===== config.mk =====
export PLATFORM = sky130hd
export DESIGN_NAME = mem_read_sched
export DESIGN_NICKNAME = d
export VERILOG_FILES = /design/src/rtl/mem_read_sched.sv
export SDC_FILE = /design/constraint.sdc
export NUM_CORES = 1
export LEC_CHECK = 0
export CORE_ASPECT_RATIO = 2
export CORE_MARGIN = 3
export CORE_UTILIZATION = 58
export CTS_CLUSTER_SIZE = 12
export DETAILED_ROUTE_END_ITERATION = 7
export PLACE_DENSITY = 0.92
export SYNTH_ARGS = -nofsm -noshare
export SYNTH_HDL_FRONTEND = slang
export SYNTH_SLANG_ARGS = --single-unit

===== constraint.sdc =====
create_clock -name i_clk -period 5 [get_ports i_clk]
set_input_delay 1.25 -clock i_clk [delete_from_list [all_inputs] [get_ports i_clk]]
set_output_delay 1.25 -clock i_clk [all_outputs]
set_load 0.005 [all_outputs]

===== src/rtl/mem_read_sched.sv =====
// ---------------------------------------------------------------------------
// mem_read_sched
// Read scheduler for the per-BX memory pages that feed the output data mux.
// When the bunch-crossing number changes, the entry counts of the BX just
// finished are snapshotted (clamped to one page), and the pages are drained
// one read per clock, lowest memory index first. After the last read a single
// end-of-BX marker (select 4'b1111) is issued. A BX change that arrives
// before the marker aborts the drain and pulses o_bx_trunc.
//
// Ports
//   i_clk       system clock
//   i_rst_n     asynchronous active-low reset
//   i_bx        current bunch-crossing number
//   i_nent      entry counts, memory i at [i*NENT_W +: NENT_W]
//   o_rd_en     one-hot read enable, bit i reads memory i
//   o_rd_addr   {rd_bx, entry index}, shared by all memories
//   o_sel       binary mux select, delayed RD_LAT clocks to meet read data
//   o_rd_bx     BX currently being drained
//   o_bx_trunc  one-clock pulse: drain aborted by a new BX
//
// All outputs come straight from flops. The issue registers are loaded one
// clock ahead from the "next" view of the scheduler state, so a read shows
// up on o_rd_en in the clock right after the BX-change edge.
// ---------------------------------------------------------------------------
module mem_read_sched #(
   parameter int NMEM   = 12,
   parameter int ADDR_W = 6,
   parameter int NENT_W = 7,
   parameter int RD_LAT = 2
) (
   input  logic                   i_clk,
   input  logic                   i_rst_n,
   input  logic [2:0]             i_bx,
   input  logic [NMEM*NENT_W-1:0] i_nent,
   output logic [NMEM-1:0]        o_rd_en,
   output logic [ADDR_W+2:0]      o_rd_addr,
   output logic [3:0]             o_sel,
   output logic [2:0]             o_rd_bx,
   output logic                   o_bx_trunc
);

   localparam int                CNT_W    = ADDR_W + 1;
   localparam logic [NENT_W-1:0] MAX_NENT = NENT_W'(2**ADDR_W);
   localparam logic [CNT_W-1:0]  MAX_CNT  = CNT_W'(2**ADDR_W);
   localparam logic [3:0]        SEL_IDLE = 4'b0000;
   localparam logic [3:0]        SEL_MARK = 4'b1111;

   typedef enum logic {ST_IDLE = 1'b0, ST_READ = 1'b1} state_t;

   // Memory index to mux select code; 4'b1010 and 4'b1110 are skipped.
   function automatic logic [3:0] enc_sel(input logic [3:0] idx);
      logic [3:0] code;
      case (idx)
         4'd0:    code = 4'b0001;
         4'd1:    code = 4'b0010;
         4'd2:    code = 4'b0011;
         4'd3:    code = 4'b0100;
         4'd4:    code = 4'b0101;
         4'd5:    code = 4'b0110;
         4'd6:    code = 4'b0111;
         4'd7:    code = 4'b1000;
         4'd8:    code = 4'b1001;
         4'd9:    code = 4'b1011;
         4'd10:   code = 4'b1100;
         4'd11:   code = 4'b1101;
         default: code = SEL_IDLE;
      endcase
      return code;
   endfunction

   // Counts larger than one page are clamped to a full page.
   function automatic logic [CNT_W-1:0] clamp_cnt(input logic [NENT_W-1:0] n);
      logic [CNT_W-1:0] c;
      if (n > MAX_NENT) begin
         c = MAX_CNT;
      end else begin
         c = n[CNT_W-1:0];
      end
      return c;
   endfunction

   // Scheduler state (values valid in the current clock)
   state_t              r_state;
   logic [2:0]          r_bx_q;
   logic [2:0]          r_rd_bx;
   logic [CNT_W-1:0]    r_snap [NMEM];
   logic [CNT_W-1:0]    r_cnt  [NMEM];   // reads issued before this clock
   // Issue registers (what is driven this clock)
   logic [NMEM-1:0]     r_rd_en;
   logic [ADDR_W+2:0]   r_rd_addr;
   logic [3:0]          r_sel_iss;
   logic                r_mark;
   logic                r_bx_trunc;
   logic [3:0]          r_sel_pipe [RD_LAT];

   // Next-clock view
   logic                w_chg;
   state_t              w_state_nxt;
   logic [2:0]          w_rd_bx_nxt;
   logic                w_trunc_nxt;
   logic [CNT_W-1:0]    w_snap_nxt [NMEM];
   logic [CNT_W-1:0]    w_cnt_nxt  [NMEM];
   logic [NMEM-1:0]     w_pend;
   logic                w_pick_ok;
   logic [3:0]          w_pick_idx;
   logic [ADDR_W-1:0]   w_pick_ent;
   logic [NMEM-1:0]     w_rd_en_nxt;
   logic [ADDR_W+2:0]   w_rd_addr_nxt;
   logic [3:0]          w_sel_nxt;
   logic                w_mark_nxt;

   // Next state: a BX change restarts the drain from a fresh snapshot;
   // otherwise counters advance by the read issued this clock.
   always_comb begin
      w_chg       = (i_bx != r_bx_q);
      w_state_nxt = r_state;
      w_rd_bx_nxt = r_rd_bx;
      w_trunc_nxt = 1'b0;
      for (int i = 0; i < NMEM; i++) begin
         w_snap_nxt[i] = r_snap[i];
         w_cnt_nxt[i]  = r_cnt[i] + {{(CNT_W-1){1'b0}}, r_rd_en[i]};
      end
      if (w_chg) begin
         w_state_nxt = ST_READ;
         w_rd_bx_nxt = r_bx_q;
         // Aborted only if this clock still carries a read, not the marker.
         w_trunc_nxt = (r_state == ST_READ) && !r_mark;
         for (int i = 0; i < NMEM; i++) begin
            w_snap_nxt[i] = clamp_cnt(i_nent[i*NENT_W +: NENT_W]);
            w_cnt_nxt[i]  = {CNT_W{1'b0}};
         end
      end else if ((r_state == ST_READ) && r_mark) begin
         w_state_nxt = ST_IDLE;
      end else begin
         w_state_nxt = r_state;
      end
   end

   // Issue for the next clock: lowest-index memory with entries left,
   // or the end-of-BX marker once every page is drained.
   always_comb begin
      w_pick_ok     = 1'b0;
      w_pick_idx    = 4'd0;
      w_pick_ent    = {ADDR_W{1'b0}};
      w_rd_en_nxt   = {NMEM{1'b0}};
      w_rd_addr_nxt = {(ADDR_W+3){1'b0}};
      w_sel_nxt     = SEL_IDLE;
      w_mark_nxt    = 1'b0;
      for (int i = 0; i < NMEM; i++) begin
         w_pend[i] = (w_cnt_nxt[i] < w_snap_nxt[i]);
      end
      // Scan downwards so the lowest pending index wins.
      for (int i = NMEM-1; i >= 0; i--) begin
         w_pick_ok  = w_pick_ok | w_pend[i];
         w_pick_idx = w_pend[i] ? 4'(i) : w_pick_idx;
         w_pick_ent = w_pend[i] ? w_cnt_nxt[i][ADDR_W-1:0] : w_pick_ent;
      end
      case (w_state_nxt)
         ST_READ: begin
            if (w_pick_ok) begin
               w_rd_en_nxt   = {{(NMEM-1){1'b0}}, 1'b1} << w_pick_idx;
               w_rd_addr_nxt = {w_rd_bx_nxt, w_pick_ent};
               w_sel_nxt     = enc_sel(w_pick_idx);
               w_mark_nxt    = 1'b0;
            end else begin
               w_rd_en_nxt   = {NMEM{1'b0}};
               w_sel_nxt     = SEL_MARK;
               w_mark_nxt    = 1'b1;
            end
         end
         ST_IDLE: begin
            w_sel_nxt  = SEL_IDLE;
            w_mark_nxt = 1'b0;
         end
         default: begin
            w_sel_nxt  = SEL_IDLE;
            w_mark_nxt = 1'b0;
         end
      endcase
   end

   // FSM state register.
   always_ff @(posedge i_clk or negedge i_rst_n) begin
      if (!i_rst_n) begin
         r_state <= ST_IDLE;
      end else begin
         r_state <= w_state_nxt;
      end
   end

   // Snapshot, counters and issue registers.
   always_ff @(posedge i_clk or negedge i_rst_n) begin
      if (!i_rst_n) begin
         r_bx_q     <= 3'd0;
         r_rd_bx    <= 3'd0;
         r_bx_trunc <= 1'b0;
         r_rd_en    <= {NMEM{1'b0}};
         r_rd_addr  <= {(ADDR_W+3){1'b0}};
         r_sel_iss  <= SEL_IDLE;
         r_mark     <= 1'b0;
         for (int i = 0; i < NMEM; i++) begin
            r_snap[i] <= {CNT_W{1'b0}};
            r_cnt[i]  <= {CNT_W{1'b0}};
         end
      end else begin
         r_bx_q     <= i_bx;
         r_rd_bx    <= w_rd_bx_nxt;
         r_bx_trunc <= w_trunc_nxt;
         r_rd_en    <= w_rd_en_nxt;
         r_rd_addr  <= w_rd_addr_nxt;
         r_sel_iss  <= w_sel_nxt;
         r_mark     <= w_mark_nxt;
         for (int i = 0; i < NMEM; i++) begin
            r_snap[i] <= w_snap_nxt[i];
            r_cnt[i]  <= w_cnt_nxt[i];
         end
      end
   end

   // Select delay line so the select lands with the memory read data.
   always_ff @(posedge i_clk or negedge i_rst_n) begin
      if (!i_rst_n) begin
         for (int i = 0; i < RD_LAT; i++) begin
            r_sel_pipe[i] <= SEL_IDLE;
         end
      end else begin
         r_sel_pipe[0] <= r_sel_iss;
         for (int i = 1; i < RD_LAT; i++) begin
            r_sel_pipe[i] <= r_sel_pipe[i-1];
         end
      end
   end

   assign o_rd_en    = r_rd_en;
   assign o_rd_addr  = r_rd_addr;
   assign o_sel      = r_sel_pipe[RD_LAT-1];
   assign o_rd_bx    = r_rd_bx;
   assign o_bx_trunc = r_bx_trunc;

endmodule

; Word level (Yosys, flattened, before mapping)
; Memory sizes are Yosys's and may differ from the RTL's.
; Cells that the tools add are included.
[word_totals]
rom_bits = 64
n_memories = 1
inputBits = 89
regBits = 210
[mem_list]
columns = name, words, width, rd, rd_ports_with_merged_regs, wr, line
row1 = (name not given), 16, 4, 1, 0, 0, 53  ; case (idx)
[classes]
order_cmp = 24
muxes = 50
n_reduce_logical = 3
n_bitwise = 12
eq_ne = 1
n_addsub = 12
shifts = 1
[ops]
columns = operator, n
row1 = $mux 84, 2
row2 = $add 7x1->7, 12
row3 = $gt 7x7->1 const B, 12
row4 = $lt 7x7->1, 12
row5 = $mux 7, 12
row6 = $mux 6, 12
row7 = $mux 4, 13
row8 = $mux 12, 2
row9 = $mux 9, 2
row10 = $shl 1x4->12 const A, 1
row11 = $or 1x1->1, 11
row12 = $pmux 4 s2, 1
row13 = $mux 1, 4
row14 = $mux 3, 1
row15 = $ne 3x3->1, 1
row16 = $logic_and 1x1->1, 2
row17 = $pmux 1 s2, 1
row18 = $logic_not 1->1, 1
row19 = $not 1->1, 1

; Depth between registers and ports, before layout
; Gate-level depths: netlist (run 1).
[logic_depth]
word_depth = 19
ltp_mapped = 22
mapped_depth_nobuf = 18

; Least setup slack after synthesis (run 1)
; Ideal clock, no wire load.
[synth_timing]
path_kind = input to register
startpoint = input port i_bx[2]
endpoint = register r_sel_iss[2]
cell_stages = 19
slack_ns = -0.350
arrival_ns = 5.256
path_cell_list = xor2_1 buf_2 nor3_2 clkbuf_1 clkbuf_1 clkbuf_1 nand2_1 o21a_1 ha_1 a21o_1 a221o_1 a32o_1 o211a_4 o21bai_2 a31oi_1 o311a_1 ha_1 o2bb2ai_1 a211oi_1
[synth_between]
elab_chain_len = 18
word_cells_on_any_way = 43
classes_between = order compare (12) / eq/ne (1) / mux (17) / bitwise (12) / memory (1)
[synth_lines]
columns = item, line
row1 = "start, declared", 33  ; input logic [2:0] i_bx,
row2 = $ne 3x3->1 *, 115  ; w_chg = (i_bx != r_bx_q);
row3 = $mux 84, 123  ; if (w_chg) begin
row4 = $lt 7x7->1, 150  ; w_pend[i] = (w_cnt_nxt[i] < w_snap_nxt[i]);
row5 = $mux 4 (12 in a row), 155  ; w_pick_idx = w_pend[i] ? 4'(i) : w_pick_idx;
row6 = $mem_v2 16x4, --
row7 = $mux 4, 160  ; if (w_pick_ok) begin
row8 = $pmux 4 s2 *, 158  ; case (w_state_nxt)
row9 = net w_sel_nxt[2], 109  ; logic [3:0] w_sel_nxt;
row10 = "end signal, assigned", 211  ; r_sel_iss <= w_sel_nxt;
row11 = "end, declared", 91  ; logic [3:0] r_sel_iss;
; Mark *: on every way through the listed nets, which the timed path passes. The rest lies on a longest branch.

; Worst setup path after layout (run 1)
[layout_timing]
startpoint = input port i_bx[0]
endpoint = register r_rd_addr[2], in the netlist o_rd_addr[2]
[layout_between]
elab_chain_len = 17
word_cells_on_any_way = 41
classes_between = order compare (12) / eq/ne (1) / mux (17) / bitwise (11)
[layout_lines]
columns = item, line
row1 = $ne 3x3->1 *, 115
row2 = $mux 84, 123
row3 = $lt 7x7->1, 150
row4 = $mux 6 (12 in a row), 156  ; w_pick_ent = w_pend[i] ? w_cnt_nxt[i][ADDR_W-1:0] : w_pick_ent;
row5 = $mux 9, 160
row6 = $mux 9 *, 158
row7 = net w_rd_addr_nxt[2], 108  ; logic [ADDR_W+2:0] w_rd_addr_nxt;
row8 = "end signal, assigned", 198  ; r_rd_addr <= {(ADDR_W+3){1'b0}};
row9 = "end signal, assigned", 210  ; r_rd_addr <= w_rd_addr_nxt;
row10 = "end, declared", 90  ; logic [ADDR_W+2:0] r_rd_addr;
; Marked as above.

==> impl_metrics.csv, run 1 <==
group,metric,value,unit
status,status,"complete, but fails checks",
status,violations,"negative setup slack",
pwr,leakagePower,7.35,nW
setup_path,crit_arrival,5.62,ns
yosys,synth_cell_types,74,
layout,area_growth,29.4,%
clocking,cts_hold_buf,0,
pwr,seqPwrFrac,46.5,%
route,routed_wl,36200,um
setup_path,worstPathRequired,5.39,ns
setup_path,critPathKind,"in -> reg",
floorplanning,io_pins,118,
layout,fill_cells,1141,
yosys,yosysSeqAreaShare,45.8,%
layout,final_nets,1613,
yosys,synth_area,0.0115,mm2
clocking,htree_levels,1,
clocking,clock_sinks,210,
global_route,track_usage,31.1,%
setup_path,slowest_delay,0.48,ns
floorplanning,core,0.0194,mm2
floorplanning,die_y,205,um
setup_path,crit_slowest_cell,"a2111oi_4",
clocking,cts_tree,"done",
timing,slew_headroom,44.7,%
global_route,antenna_found_initial,0,
pwr,power_density,262,mW/mm2
layout,drive_gt1_share,17.3,%
placement,place_area,0.0140,mm2
setup_path,crit_fanout,29,
route,drc,0,
timing,clock_skew,0.0159,ns
global_route,grt_pass1_vias,10700,
pwr,power.switching,0.00104,W
pwr,peakVddDrop,319,uV
clocking,clk_pin_slew,0.06,ns
pwr,pwr-share-comb,17.8,%
route,vias_per_cell,6.12,
placement,routabilityCongestion,0.974,
timing,fmax,191,MHz
placement,dp_hpwl,24500,um
floorplanning,placementRows,72,
pwr,power_frac_clock,35.7,%
setup_path,crit_path_cell_trace,"clkdlybuf4s50_1 -> xor2_2 -> nor3_4 -> buf_4 -> buf_12 -> buf_12 -> nor2_1 -> a21oi_1 -> ha_1 -> a21oi_2 -> o21ai_2 -> a2111oi_4 -> nor2_2 -> buf_4 -> buf_4 -> and4_2 -> a31oi_4 -> o221ai_2 -> a31oi_2",
floorplanning,dieArea,0.0216,mm2
route,drt_iter0_markers,731,
route,wl_per_cell,21.5,um
layout,final_area,0.0148,mm2
yosys,ys_warn_count,0,
timing,period_minus_slack,5.23,ns
pwr,intPower,0.00285,W
hold_path,hold_class,"reg -> reg",
global_route,grt_max_degree,99,
timing,worst_slack,-0.231,ns
floorplanning,start_util,59.2,%
yosys,ys_ff_latch,210,
placement,dp_cells,1647,
yosys,synth_edf_count,0,
yosys,async_reset_ff_share,100,%
yosys,synth.most_common_cell,"dfrtp_1",
yosys,synth_common_cells,"dfrtp_1 (210), nand2_1 (166), nor2_1 (103)",
setup_path,startpoint_type,"input pin",
timing,final-setup-viol-count,21,
timing,hold_viol,0,
route,dr_total_vias,10300,
timing,tightest_slew,0.830,ns
clocking,cts_buffers,21,
clocking,cts_buffer_depth,3,
clocking,clock_latency,0.50,ns
layout,final_cells,1683,
route,drtPass1Iterations,6,
route,ant_nets,0,
run,max_cap_viol_count,0,
clocking,cts_root_buffer,"clkbuf_16",
timing,slew_viol_final,0,
yosys,synth_cells,1170,
yosys,synth_nets,1361,
yosys,synth_top_area_share,45.8,%
setup_path,cp-end-kind,"register",
yosys,synth_flop_cell,"dfrtp_1",
yosys,yosys-top-cells-area,"dfrtp_1 (46%), ha_1 (11%), nand2_1 (5.4%)",
global_route,grt_pass1_wl,53000,um
placement,numPortBuffers,117,
setup_path,reg2reg_depth,18,
yosys,netlist.top_cell.by_area,"dfrtp_1",
pwr,sw_frac_of_total,26.8,%
floorplanning,die_w,105,um
setup_path,path_common_cell,"buf_4",
hold_path,hold_depth,0,
global_route,overflow,0,
timing,period_share,105,%
yosys,syn_avg_cell_area,9.80,um2
## stage by stage
step | hold WS [ns] | setup WS [ns] | utilization (%) | setup TNS (ns) | total power, W
2_1_floorplan | 0.331 | 0.00332 | - | 0 | 0.00216
3_3_place_gp | 0.335 | -0.316 | 72.3 | -4.61 | 0.00244
3_5_place_dp | 0.343 | -0.478 | 72.3 | -9.09 | 0.00247
4_1_cts | 0.351 | 0.0168 | 75.4 | 0 | 0.00385
5_1_grt | 0.354 | -0.289 | 76.6 | -3.49 | 0.00402
6_report | 0.348 | -0.231 | 76.6 | -2.05 | 0.00389
## area by class of cell
class / instances / area [um2] / share of cell area [%]
diodes: 1 / 2.50 / 0.0169
clock buffers: 23 / 543 / 3.66
clock inverters: 1 / 5.00 / 0.0337
inverters: 97 / 364 / 2.45
multi-input cells: 820 / 5860 / 39.5
flip-flops and latches: 210 / 5260 / 35.4
well taps: 259 / 324 / 2.18
repair buffers: 272 / 2480 / 16.7
## flip-flops by register name, indices dropped and copies added (netlist names)
register,flops
o_rd_en,12
r_state,1
r_mark,1
o_rd_addr,9
o_sel,4
o_bx_trunc,1
r_bx_q,3
o_rd_bx,3
r_snap,84
r_sel_iss,4
r_sel_pipe,4
r_cnt,84
## power groups by stage
stage,Combinational [W],Sequential [W],Clock (W)
5_1_grt,0.000740,0.00182,0.00146
6_report,0.000692,0.00181,0.00139
2_1_floorplan,0.000330,0.00183,0
3_3_place_gp,0.000603,0.00183,0
3_5_place_dp,0.000629,0.00184,0
4_1_cts,0.000647,0.00181,0.00139
## kinds of logic (layout without fill, tap and decap cells)
kind of cell               after synthesis  in the layout  synth area share (%)
DFF                                    210            210                  45.8
AOI/OAI and AO/OA                      243            243                  16.4
xor gates and xnor gates                61             61                  4.66
other                                    0              1                     0
buffers and inverters                  140            393                  5.04
muxes                                    4              4                 0.349
and+or+nand+nor                        410            410                  16.6
adders and majority gates              102            102                  11.1
## metal layers
layer | track usage (%) | share of wire, % | vias to the layer above
met5 | 0 | 0 | -
met4 | 23.4 | 11 | 0
met3 | 4.35 | 6.0 | 293
met2 | 58.1 | 51 | 562
met1 | 30.3 | 32 | 4939
li1 | - | - | 4508
## critical path, delay by kind of cell
family,cells,cell delay [ns]
buf+inv,6,1.29
simple gates,4,0.62
fa+ha+maj,1,0.33
compound gates,7,1.88
xor+xnor,1,0.24
## repair_timing
item / in CTS / in global routing
buffers inserted: 1 / 8
gates resized for setup: 4 / 39
pin swaps: 3 / 11
setup endpoints to repair: 5 / 21
cloned: 1 / 1
## path summary, 6_finish.rpt
kind                               start            to  slack, ns
max                              i_bx[0]  o_rd_addr[2]      -0.23
max reg2reg                    r_bx_q[1]  o_rd_addr[2]       0.55
min                        r_sel_pipe[7]      o_sel[3]       0.35
max in group asynchronous        i_rst_n     r_cnt[77]       3.19
min reg2reg                r_sel_pipe[7]      o_sel[3]       0.35
min in group asynchronous        i_rst_n    r_snap[16]       0.81
## cells in the final DEF, fill, tap and decap left out, drive strengths merged, types with 13 or more instances in the layout
master and n:
a21o 13, a21oi 35, and2 26, and3 29, buf 153, clkbuf 25
clkdlybuf4s50 114, dfrtp 210, ha 102, inv 97, nand2 166, nand2b 19
nand3 29, nor2 107, o21a 69, o21ai 36, xnor2 34, xor2 27
Power figures use the tool's default switching activity.
==> inputs of run 2 (changes only) <==
--- a/config.mk
+++ b/config.mk
@@ -7,10 +7,11 @@
 export LEC_CHECK = 0
 export CORE_ASPECT_RATIO = 2
 export CORE_MARGIN = 3
-export CORE_UTILIZATION = 58
+export CORE_UTILIZATION = 50
+export CTS_BUF_LIST = sky130_fd_sc_hd__clkbuf_4 sky130_fd_sc_hd__clkbuf_8
 export CTS_CLUSTER_SIZE = 12
 export DETAILED_ROUTE_END_ITERATION = 7
-export PLACE_DENSITY = 0.92
+export PLACE_DENSITY = 0.83
 export SYNTH_ARGS = -nofsm -noshare
 export SYNTH_HDL_FRONTEND = slang
 export SYNTH_SLANG_ARGS = --single-unit
==> impl_metrics.csv, run 2 (synthesis results as in run 1) <==
group,metric,value,unit
clocking,htree_levels,1,
setup_path,r2r_slack,0.88,ns
clocking,cts_root_buffer,"clkbuf_8",
pwr,pwr-share-comb,16.4,%
pwr,peakVddDrop,235,uV
floorplanning,start_util,51.3,%
setup_path,critPathKind,"in -> reg",
layout,fill_cells,1708,
timing,slew_headroom,55.8,%
clocking,clock_latency,0.59,ns
pwr,power_density,266,mW/mm2
setup_path,cp-end-kind,"register",
route,drtPass1Iterations,5,
route,wl_per_cell,18.4,um
floorplanning,io_pins,118,
placement,routabilityCongestion,0.961,
floorplanning,dieArea,0.0249,mm2
floorplanning,placementRows,77,
clocking,clk_pin_slew,0.07,ns
placement,numPortBuffers,117,
pwr,intPower,0.00288,W
route,vias_per_cell,5.60,
timing,finalSetupTns,0,ns
route,drt_iter0_markers,488,
clocking,cts_hold_buf,0,
layout,final_nets,1610,
timing,whs,0.352,ns
timing,clock_skew,0.0264,ns
global_route,track_usage,25.3,%
global_route,grt_max_degree,88,
global_route,overflow,0,
status,status,"finished, final reports clean",
route,drc,0,
global_route,grt_pass1_wl,49900,um
timing,rsz0062_at_grt,"false",
route,dr_total_vias,9612,
layout,layout_common_cells,"dfrtp_1 (210), nand2_1 (166), buf_4 (134)",
placement,place_area,0.0140,mm2
setup_path,crit_arrival,5.30,ns
clocking,cts_buffers,30,
global_route,antenna_found_initial,0,
layout,drive_gt1_share,16.8,%
pwr,sw_frac_of_total,26.4,%
setup_path,worstPathRequired,5.48,ns
route,routed_wl,31600,um
layout,regArea,0.00526,mm2
layout,area_growth,28.2,%
global_route,grt_pass1_vias,10300,
floorplanning,core,0.0224,mm2
clocking,clock_sinks,210,
layout,multi_input_area,0.00574,mm2
setup_path,startpoint_type,"input pin",
timing,period_minus_slack,4.82,ns
route,ant_nets,0,
pwr,power.switching,0.00103,W
run,max_cap_viol_count,0,
hold_path,hold_class,"reg -> reg",
timing,fmax,208,MHz
floorplanning,die_w,113,um
setup_path,crit_fanout,14,
timing,tightest_slew,0.663,ns
pwr,power_frac_clock,37.5,%
placement,dp_hpwl,24400,um
timing,hold_viol,0,
pwr,seqPwrFrac,46.1,%
floorplanning,die_y,220,um
clocking,cts_tree,"done",
layout,final_area,0.0147,mm2
clocking,cts_buffer_depth,3,
timing,final-setup-viol-count,0,
timing,slew_viol_final,0,
layout,mostFrequentLayoutCell,"dfrtp_1",
pwr,leakagePower,7.32,nW
timing,period_share,96.3,%
run 2: final timing paths:
| check | depth (start not counted) | end | startpoint |
|---|---|---|---|
| min | 0 | o_sel[0] | r_sel_pipe[4] |
| min reg2reg | 0 | o_sel[0] | r_sel_pipe[4] |
| max reg2reg | 17 | r_sel_iss[1] | r_bx_q[0] |
| max | 18 | r_sel_iss[1] | i_bx[2] |
| max in group asynchronous | 2 | r_snap[20] | i_rst_n |
| min in group asynchronous | 1 | r_snap[57] | i_rst_n |
run 2: layout make-up:
cell class	count	area share, %
multi-input cells	820	39.1
flip-flops and latches	210	35.7
repair buffers	260	16.0
clock buffers	44	3.74
inverters	97	2.48
well taps	276	2.35
clock inverters	9	0.647
diodes	1	0.0170
run 2: per-stage QoR:
step           setup WS [ns]  total power, W  utilization (%)  instances
2_1_floorplan        0.00332         0.00216                -       1170
3_3_place_gp          -0.499         0.00244             62.6       1660
3_5_place_dp          -0.505         0.00246             62.6       1660
4_1_cts                0.101         0.00393             65.4       1713
5_1_grt               0.0211         0.00408             65.8       1716
6_report               0.185         0.00391             65.8       1717
run 2: critical path: stages:
cell,delay [ns]
clkdlybuf4s50_1,0.46
xor2_2,0.18
buf_4,0.15
nor3_4,0.29
buf_12,0.20
nand2_1,0.07
o21a_1,0.12
ha_1,0.30
a21o_1,0.18
a221o_1,0.34
a32o_2,0.23
o211a_4,0.23
o21bai_2,0.15
a31oi_1,0.16
o311a_4,0.42
ha_4,0.27
nor2_1,0.05
a211oi_2,0.22
run 2: repair_timing:
item	in CTS	in global routing
endpoints found under the hold margin	0	0
setup endpoints to repair	0	12
buffers inserted	0	2
resized for setup	0	8
run 2: power by group through the flow:
stage	sequential [W]	clock, W	combinational (W)
after floorplan	0.00183	0	0.000330
after global routing	0.00181	0.00156	0.000704
after CTS	0.00181	0.00149	0.000632
final	0.00181	0.00147	0.000641
after detailed placement	0.00184	0	0.000627
after global placement	0.00183	0	0.000609
run 2: routing by layer:
metal	vias to the layer above	routed length [um]	global-route usage [%]
li1	4535	-	-
met1	4640	10600	24.6
met2	316	17700	49.6
met3	121	1280	2.93
met4	0	1990	15.4
met5	-	0	0
